## config.mk

```make
export PLATFORM = sky130hd
export DESIGN_NAME = fracdiv_retune_seq
export DESIGN_NICKNAME = d
export VERILOG_FILES = /design/src/rtl/fracdiv_retune_seq.sv
export SDC_FILE = /design/constraint.sdc
export NUM_CORES = 1
export LEC_CHECK = 0
export ABC_AREA = 1
export CORE_MARGIN = 3
export CORE_UTILIZATION = 25
export CTS_BUF_LIST = sky130_fd_sc_hd__clkbuf_4 sky130_fd_sc_hd__clkbuf_8 sky130_fd_sc_hd__clkbuf_16
export DETAILED_ROUTE_END_ITERATION = 6
export GPL_ROUTABILITY_DRIVEN = 0
export HOLD_SLACK_MARGIN = 0.02
export PLACE_DENSITY = 0.41
export SKIP_CTS_REPAIR_TIMING = 1
export SLEW_MARGIN = 40
export SYNTH_ARGS = -nofsm -noshare
export SYNTH_HDL_FRONTEND = slang
export SYNTH_SLANG_ARGS = --single-unit
```

## constraint.sdc

```tcl
create_clock -name clk_fast -period 5.4 [get_ports clk_fast]
set_clock_uncertainty 0.05 [all_clocks]
set_input_delay 1.35 -clock clk_fast [delete_from_list [all_inputs] [get_ports clk_fast]]
set_output_delay 1.35 -clock clk_fast [all_outputs]
set_load 0.1 [all_outputs]
```

## src/rtl/fracdiv_retune_seq.sv

```systemverilog
// Retune sequencer for the fractional clock divider.
// Accepts an (m, n) target, applies it only on divider-output rising edges,
// slews n in bounded steps, then waits a settle window before reporting lock.
module fracdiv_retune_seq #(
   parameter int unsigned MLEN         = 16,
   parameter int unsigned NLEN         = 16,
   parameter int unsigned SETTLE_EDGES = 4,
   parameter int unsigned EDGE_TIMEOUT = 65535
) (
   input  logic            clk_fast,
   input  logic            rst_n,
   input  logic            cfg_valid,
   output logic            cfg_ready,
   input  logic [MLEN-1:0] cfg_m,
   input  logic [NLEN-1:0] cfg_n,
   input  logic [NLEN-1:0] cfg_nstep,
   input  logic            abort,
   input  logic            div_clk,
   output logic [MLEN-1:0] div_m,
   output logic [NLEN-1:0] div_n,
   output logic            busy,
   output logic            done,
   output logic            locked
);

   localparam int unsigned   TW          = $clog2(EDGE_TIMEOUT);
   localparam logic [TW-1:0] TimeoutLast = TW'(EDGE_TIMEOUT - 1);
   localparam logic [7:0]    SettleLast  = 8'(SETTLE_EDGES);

   typedef enum logic [1:0] {StIdle, StWaitEdge, StRamp, StSettle} state_e;

   state_e          state_q;
   logic            div_clk_q;
   logic [TW-1:0]   to_cnt_q;
   logic [MLEN-1:0] tgt_m_q;
   logic [NLEN-1:0] tgt_n_q;
   logic [NLEN-1:0] step_q;
   logic [7:0]      settle_cnt_q;

   logic            tick;
   logic            accept;
   logic            n_up;
   logic [NLEN-1:0] n_dist;
   logic [NLEN-1:0] n_next;

   assign accept = cfg_valid & cfg_ready;
   // A stalled divider (constant div_clk) still advances via the forced tick.
   assign tick   = (div_clk & ~div_clk_q) | (to_cnt_q == TimeoutLast);

   // Edge detector and divider-stall timeout counter.
   always_ff @(posedge clk_fast or negedge rst_n) begin
      if (!rst_n) begin
         div_clk_q <= 1'b0;
         to_cnt_q  <= '0;
      end else begin
         div_clk_q <= div_clk;
         if (accept || tick) begin
            to_cnt_q <= '0;
         end else begin
            to_cnt_q <= to_cnt_q + 1'b1;
         end
      end
   end

   // Next n: one bounded step toward the target; distance is compared before
   // any subtraction so the unsigned value never wraps.
   always_comb begin
      n_up   = tgt_n_q > div_n;
      n_dist = n_up ? (tgt_n_q - div_n) : (div_n - tgt_n_q);
      if ((step_q == '0) || (n_dist <= step_q)) begin
         n_next = tgt_n_q;
      end else if (n_up) begin
         n_next = div_n + step_q;
      end else begin
         n_next = div_n - step_q;
      end
   end

   // Sequencer FSM with registered outputs; abort outranks a tick.
   always_ff @(posedge clk_fast or negedge rst_n) begin
      if (!rst_n) begin
         state_q      <= StIdle;
         tgt_m_q      <= '0;
         tgt_n_q      <= '0;
         step_q       <= '0;
         settle_cnt_q <= '0;
         div_m        <= '0;
         div_n        <= '0;
         busy         <= 1'b0;
         done         <= 1'b0;
         locked       <= 1'b0;
         cfg_ready    <= 1'b1;
      end else begin
         done <= 1'b0;
         unique case (state_q)
            StIdle: begin
               if (accept) begin
                  tgt_m_q   <= cfg_m;
                  tgt_n_q   <= cfg_n;
                  step_q    <= cfg_nstep;
                  locked    <= 1'b0;
                  busy      <= 1'b1;
                  cfg_ready <= 1'b0;
                  state_q   <= StWaitEdge;
               end
            end
            StWaitEdge, StRamp: begin
               if (abort) begin
                  busy      <= 1'b0;
                  locked    <= 1'b0;
                  cfg_ready <= 1'b1;
                  state_q   <= StIdle;
               end else if (tick) begin
                  if (state_q == StWaitEdge) begin
                     div_m <= tgt_m_q;
                  end
                  div_n <= n_next;
                  if (n_next == tgt_n_q) begin
                     settle_cnt_q <= '0;
                     state_q      <= StSettle;
                  end else begin
                     state_q <= StRamp;
                  end
               end
            end
            StSettle: begin
               if (abort) begin
                  busy      <= 1'b0;
                  locked    <= 1'b0;
                  cfg_ready <= 1'b1;
                  state_q   <= StIdle;
               end else if (settle_cnt_q == SettleLast) begin
                  done      <= 1'b1;
                  locked    <= 1'b1;
                  busy      <= 1'b0;
                  cfg_ready <= 1'b1;
                  state_q   <= StIdle;
               end else if (tick) begin
                  settle_cnt_q <= settle_cnt_q + 1'b1;
               end
            end
            default: state_q <= StIdle;
         endcase
      end
   end

endmodule

```

== After elaboration in Yosys (flattened, before gate mapping) ==
Index checks and enable logic that the tools add are counted.

* Bits in registers: 111
* Input bits: 53
* Word-level logic and storage cells: 87

* Add/sub/neg operators: 6
* $lt $le $gt $ge: 2
* Equality and inequality tests: 16
* Multiplexer cells: 33
* Bitwise operators: 5
* Reduce and logical (&&, ||, !) cells: 12

{| class="wikitable"
|+ Operators by type and width
! kind !! count
|-
| $mux W16 || 4
|-
| $mux W8 || 6
|-
| $sub A16 B16 Y16 || 3
|-
| $add A16 B1 Y16 const B || 1
|-
| $add A16 B16 Y16 || 1
|-
| $eq A16 B16 Y1 || 1
|-
| $eq A16 B16 Y1 const B || 1
|-
| $gt A16 B16 Y1 || 1
|-
| $le A16 B16 Y1 || 1
|-
| $logic_not A16 Y1 || 1
|-
| $ne A2 B2 Y1 const B || 8
|-
| $pmux W8 S2 || 1
|-
| $mux W1 || 13
|-
| $mux W2 || 5
|-
| $pmux W1 S3 || 3
|-
| $reduce_and A3 Y1 || 3
|-
| $add A8 B1 Y8 const B || 1
|-
| $eq A8 B3 Y1 const B || 1
|-
| $reduce_and A7 Y1 || 1
|-
| $ne A3 B3 Y1 const B || 2
|-
| $pmux W2 S3 || 1
|-
| $eq A2 B2 Y1 const B || 2
|-
| $reduce_and A4 Y1 || 1
|-
| $and A1 B1 Y1 || 2
|-
| 8 further kinds || 10
|}

== Depth between registers and ports, before layout ==
* Word-level depth: 10
* Gate-level depth with buffers: 37
* Mapped depth without buffers: 35

== Worst setup path before layout ==
No wires, ideal clock.

* Path kind: register -> register
* Start: register div_n[1]
* End: register settle_cnt_q[0]
* Arrival: 4621 ps
* Setup slack: 611 ps
* Cell stages (with the launch flop): 33
* Period minus slack after synthesis: 4789 ps
* Cell sequence: dfrtp_1 -> inv_1 -> fa_1 -> nand3_1 -> nand2_1 -> nand2_1 -> nand2_1 -> nand2_1 -> nand2_2 -> nand2_4 -> inv_1 -> buf_2 -> o21ai_0 -> o221ai_1 -> xnor2_1 -> inv_1 -> ha_1 -> nand4_1 -> nor2_1 -> nand3_1 -> nand2_2 -> nor2_4 -> buf_6 -> nand3_1 -> nand2_1 -> nor2_1 -> nand2_1 -> nor2_2 -> nand3_2 -> nand2_4 -> nand3_4 -> nand2_1 -> nand2_1

* Cells in the longest elaborated chain, start to end: 8
* Elaborated cells on any way between the ends: 13
* Classes of those cells: add/sub: 4; order compare: 2; eq/ne: 2; mux: 3; reduce/logical: 2

{| class="wikitable"
|+ Ends and longest elaborated chain
! what !! line !! source
|-
| start, declared || 20 || <nowiki>output logic [NLEN-1:0] div_n,</nowiki>
|-
| start signal, assigned || 117 || <nowiki>div_n <= n_next;</nowiki>
|-
| $sub A16 B16 Y16 or $gt A16 B16 Y1 (tied branches) || 69, 68 ||
|-
| $mux W16 || 69 || <nowiki>n_dist = n_up ? (tgt_n_q - div_n) : (div_n - tgt_n_q);</nowiki>
|-
| $le A16 B16 Y1 || 70 || <nowiki>if ((step_q == '0) || (n_dist <= step_q)) begin</nowiki>
|-
| $logic_or A1 B1 Y1 || 70 ||
|-
| $mux W16 (*) || 70 ||
|-
| $eq A16 B16 Y1 (*) || 118 || <nowiki>if (n_next == tgt_n_q) begin</nowiki>
|-
| $ne A2 B2 Y1 (no source line) (*) || -- ||
|-
| $reduce_and A7 Y1 (no source line) (*) || -- ||
|-
| end signal, assigned || 139 || <nowiki>settle_cnt_q <= settle_cnt_q + 1'b1;</nowiki>
|-
| end, declared || 38 || <nowiki>logic [7:0] settle_cnt_q;</nowiki>
|}

Mark *: on every way between the ends. The rest lies on a longest branch, timed or not.
A chain may end at the register's enable or synchronous reset.

== Worst setup path after layout ==
* Start: register tgt_n_q[0]
* End: register settle_cnt_q[1]

* Cells in the longest elaborated chain, start to end: 8
* Elaborated cells on any way between the ends: 11
* Classes of those cells: add/sub: 2; order compare: 2; eq/ne: 2; mux: 3; reduce/logical: 2

{| class="wikitable"
|+ Ends and longest elaborated chain
! what !! line !! source
|-
| start, declared || 36 || <nowiki>logic [NLEN-1:0] tgt_n_q;</nowiki>
|-
| start signal, assigned || 99 || <nowiki>tgt_n_q <= cfg_n;</nowiki>
|-
| $sub A16 B16 Y16 or $gt A16 B16 Y1 (tied branches) || 69, 68 ||
|-
| $mux W16 || 69 ||
|-
| $le A16 B16 Y1 || 70 ||
|-
| $logic_or A1 B1 Y1 || 70 ||
|-
| $mux W16 || 70 ||
|-
| $eq A16 B16 Y1 (*) || 118 ||
|-
| $ne A2 B2 Y1 (no source line) (*) || -- ||
|-
| $reduce_and A7 Y1 (no source line) (*) || -- ||
|}

Marks and branches as above.

==> results.md <==
Drt:
- The detailed-route vias per instance is around 4.5.
- After detailed routing, the number of remaining DRC violations is 0.
- In this run, the number of DRC markers left after iteration 0 of detailed routing was about 560.
- The routed layout has around 7,600 vias.
- After detailed routing, the average wire length per cell comes to around 15 um.
- The count of nets left with antenna violations once routing finished came out at 0.
- The first detailed-routing pass ran for 5 iterations.
- Wires add up to around 26,000 um.

Min path:
- The tightest min-delay check is of the register to register type.
- The worst hold path begins at busy.
- The worst hold path endpoint is busy.
- The worst hold path passes through 2 cells.

Synthesis:
- The total of flip-flops plus latches after synthesis is roughly 110.
- In the post-synthesis netlist, the cell with the most instances is sky130_fd_sc_hd__nand2_1.
- When the netlist entered floorplanning its net count stood at between 1,000 and 1,500.
- After synthesis, the cell types taking the most area are sky130_fd_sc_hd__dfrtp_1 33%, sky130_fd_sc_hd__nand2_1 12%, sky130_fd_sc_hd__ha_1 11%, sky130_fd_sc_hd__inv_1 7.8%, sky130_fd_sc_hd__a21oi_1 6.1%.
- The share of the synthesized area in the top cell type is about a third.
- By count the netlist is led by 255 x sky130_fd_sc_hd__nand2_1, 172 x sky130_fd_sc_hd__inv_1, 125 x sky130_fd_sc_hd__nor2_1.
- For this run, the number of Yosys warnings is 0.
- The sequential element share of the synthesized area is between 30% and 40%.
- The summed instance area of the synthesized netlist is 8230 um2.
- In the synthesized netlist the async set-or-reset flop fraction comes to 100%.
- The count of flip-flops with a built-in enable after synthesis is 0.
- The average cell area after synthesis is 7.14 um2.
- The number of different library cells in the post-synthesis netlist is 45.
- The most common flop cell mapped by yosys is sky130_fd_sc_hd__dfrtp_1.
- The largest area contributor in the synthesized netlist is sky130_fd_sc_hd__dfrtp_1.
- Synthesis handed over a netlist of around 1,200 instances.

Job:
- The max-capacitance violation count is 0.

Setup path:
- The maximum fanout along the worst path is 26.
- The cell that appears most often on the critical path is sky130_fd_sc_hd__nand2_1.
- The startpoint of the lowest-slack register-to-register path is tgt_n_q[0].
- The critical path in this run is classified as register to register.
- Data arrives at the worst endpoint at just over 5 ns.
- In this design, the stage delay of the slowest critical-path cell is 0.40 ns.
- The capturing element type of the critical path is a register.
- The slowest library cell on the worst path is sky130_fd_sc_hd__dfrtp_1.
- For flop-to-flop paths, the worst setup slack is around 0.51 ns.
- Counting cells, the worst reg-to-reg path comes to 35.
- In this run the critical register-to-register path is captured at settle_cnt_q[1].
- The critical path startpoint category is a register.
- The required time of the critical path is approximately 5.6 ns.

Cells and area:
- The area used by sequential logic in the layout is around 2800 um2.
- The count of antenna diodes in the layout is 0.
- The share of the core filled with cells is between 30% and 40%.
- Compared with the post-synthesis result, the final layout area differs by 20.5%.
- The footprint of the multi-input gates is 4720 um2.
- After filler insertion, the fill cell instance count of the layout stands at ~3,500.
- In the final layout, the share of cells above drive strength 1 is under 10%.
- The final layout contains between 1,000 and 1,500 nets.

Timing:
- Setup repair after global routing left no endpoint under its margin.
- For the pin with the worst max-slew slack, the measured transition is 0.727 ns.
- The number of hold-slack violations in the final timing report is 0.
- The clock period minus final worst setup slack is 4.89 ns.
- The final-layout setup total negative slack is 0 ns.
- Derived from the worst setup path, the maximum achievable clock frequency is slightly above 200 MHz.
- The share of the clock period used by the worst path is a little over 90%.
- The number of failing setup endpoints in the final timing report is 0.
- The final max-slew violation count is 0.
- The headroom to the max-slew limit is 51.5%.

Clocking:
- Clock-pin slew was measured on the worst setup and hold paths at roughly 0.090 ns.
- The buffer depth of the longest clock path is 2.
- The TritonCTS clock tree is yes.
- The tree is rooted in a sky130_fd_sc_hd__clkbuf_16.
- The number of H-tree levels is 3.
- The clock latency at the later pin of the worst-skew pair is 0.38 ns.
- The TritonCTS buffer count is 9.
- The tree built by TritonCTS fans out to between 100 and 150 sinks.

Outcome:
- The flow ran to the end, and the final reports show no timing, DRC or antenna violations.

Floorplanning:
- The starting density of the core is roughly a quarter.
- The placeable core area is ~32,000 um2.
- The I/O pin count is 89.
- The die covers 35,100 um2.
- The horizontal die dimension is ~190 um.
- The vertical die dimension is 187 um.
- The initialized floorplan defines 65 standard-cell rows.

Global routing:
- The number of antenna violations at the first check in global routing is 0.
- The total overflow left after global routing is 0.
- The number of global-route vias before repair was approximately 7,400.
- The first global-routing pass estimated about 42,000 um of wire.
- The pin count of the biggest net entering global routing is 60.
- The total global routing track utilization is roughly 15%.

Place:
- The placed wire-length estimate is between 20,000 and 25,000 um.
- Input and output buffers added on the ports amount to 88.
-- layer usage --
| layer | track usage, % | part of all wire [%] | up-vias |
|---|---|---|---|
| li1 | - | - | 3942 |
| met1 | 20.6 | 50 | 3481 |
| met2 | 23.7 | 45 | 142 |
| met3 | 2.75 | 3.9 | 19 |
| met4 | 3.41 | 1.4 | 0 |
| met5 | 0 | 0 | - |
-- stage by stage --
step,setup slack (ns),cell area [um2],hold slack [ns],cells
4_1_cts,0.105,9810,0.443,1683
3_5_place_dp,0.138,9500,0.421,1667
6_report,0.513,9920,0.433,1691
3_3_place_gp,0.239,9680,0.422,1667
5_1_grt,0.0147,9920,0.463,1691
2_1_floorplan,0.611,8230,0.404,1153
-- logic make-up (layout without fill, tap and decap cells) --
family                   count (synthesis)  after routing  share of synthesized area, %
AND/OR/NAND/NOR                        514            514                          27.0
buffers and inverters                  200            303                          9.32
flip-flops                             111            111                          33.8
XOR/XNOR                                35             35                          3.72
multiplexers                             1              1                         0.122
adder cells (fa/ha/maj)                 74             74                          11.5
AO/OA/AOI/OAI                          218            218                          14.5
-- flip-flops by register name, summed over array words and instances, names as in the netlist --
| register | cells |
|---|---|
| state_q | 2 |
| busy | 1 |
| done | 1 |
| tgt_m_q | 16 |
| to_cnt_q | 16 |
| cfg_ready | 1 |
| div_m | 16 |
| step_q | 16 |
| settle_cnt_q | 8 |
| div_n | 16 |
| tgt_n_q | 16 |
| div_clk_q | 1 |
| locked | 1 |
-- area by class of cell --
cell class                      count  share of cell area (%)
Clock buffer                        9                    2.27
Tap cell                          435                    5.49
Timing Repair inverter              1                  0.0505
Multi-Input combinational cell    842                    47.6
Inverter                          175                    6.66
Clock inverter                      7                   0.858
Timing Repair Buffer              111                    9.02
Sequential cell                   111                    28.0
-- worst max-delay path: cells and delay by family, from the launching register on --
kind,cells,cell delay (ns)
adders and majority gates,3,0.84
buffers and inverters,7,0.65
and+or+nand+nor,21,2.24
DFF,1,0.40
AOI/OAI and AO/OA,3,0.45
xor gates and xnor gates,1,0.14
-- layout by cell type (no fill, tap or decap), types with 2 or more instances in the layout --
cell type,count
sky130_fd_sc_hd__o21ai_1,2
sky130_fd_sc_hd__ha_1,71
sky130_fd_sc_hd__a21oi_2,3
sky130_fd_sc_hd__nor3_1,19
sky130_fd_sc_hd__nand3_1,56
sky130_fd_sc_hd__inv_1,171
sky130_fd_sc_hd__xnor2_1,10
sky130_fd_sc_hd__nand2_1,254
sky130_fd_sc_hd__nand3_4,2
sky130_fd_sc_hd__nor4_1,3
sky130_fd_sc_hd__fa_1,3
sky130_fd_sc_hd__inv_8,2
sky130_fd_sc_hd__nor3b_1,6
sky130_fd_sc_hd__a21boi_0,3
sky130_fd_sc_hd__nor2_2,7
sky130_fd_sc_hd__a21oi_1,101
sky130_fd_sc_hd__buf_2,36
sky130_fd_sc_hd__clkdlybuf4s50_1,51
sky130_fd_sc_hd__nand3_2,4
sky130_fd_sc_hd__clkbuf_16,9
sky130_fd_sc_hd__xor2_1,25
sky130_fd_sc_hd__nor2_1,123
sky130_fd_sc_hd__inv_2,2
sky130_fd_sc_hd__o221ai_1,3
sky130_fd_sc_hd__nand2_2,5
sky130_fd_sc_hd__dfrtp_1,110
sky130_fd_sc_hd__clkinv_8,3
sky130_fd_sc_hd__nand4_1,27
sky130_fd_sc_hd__o21a_1,6
sky130_fd_sc_hd__a31oi_1,5
sky130_fd_sc_hd__nand3b_1,3
sky130_fd_sc_hd__buf_4,22
sky130_fd_sc_hd__o211ai_1,2
sky130_fd_sc_hd__o21ai_0,77
sky130_fd_sc_hd__o21bai_1,3
sky130_fd_sc_hd__a21o_1,7
-- worst max path at each step --
stage / startpoint / to / slack (ns) / depth (start not counted)
2_1_floorplan: div_n[1] / settle_cnt_q[0] / 0.61 / 32
3_3_place_gp: tgt_n_q[0] / settle_cnt_q[6] / 0.24 / 31
3_5_place_dp: tgt_n_q[0] / settle_cnt_q[6] / 0.14 / 29
4_1_cts: tgt_n_q[0] / settle_cnt_q[1] / 0.10 / 29
5_1_grt: tgt_n_q[0] / settle_cnt_q[1] / 0.01 / 37
6_report: tgt_n_q[0] / settle_cnt_q[1] / 0.51 / 35
Power is not shown: default switching activity piles up to over one toggle a cycle in this logic, so the estimate is an artifact.
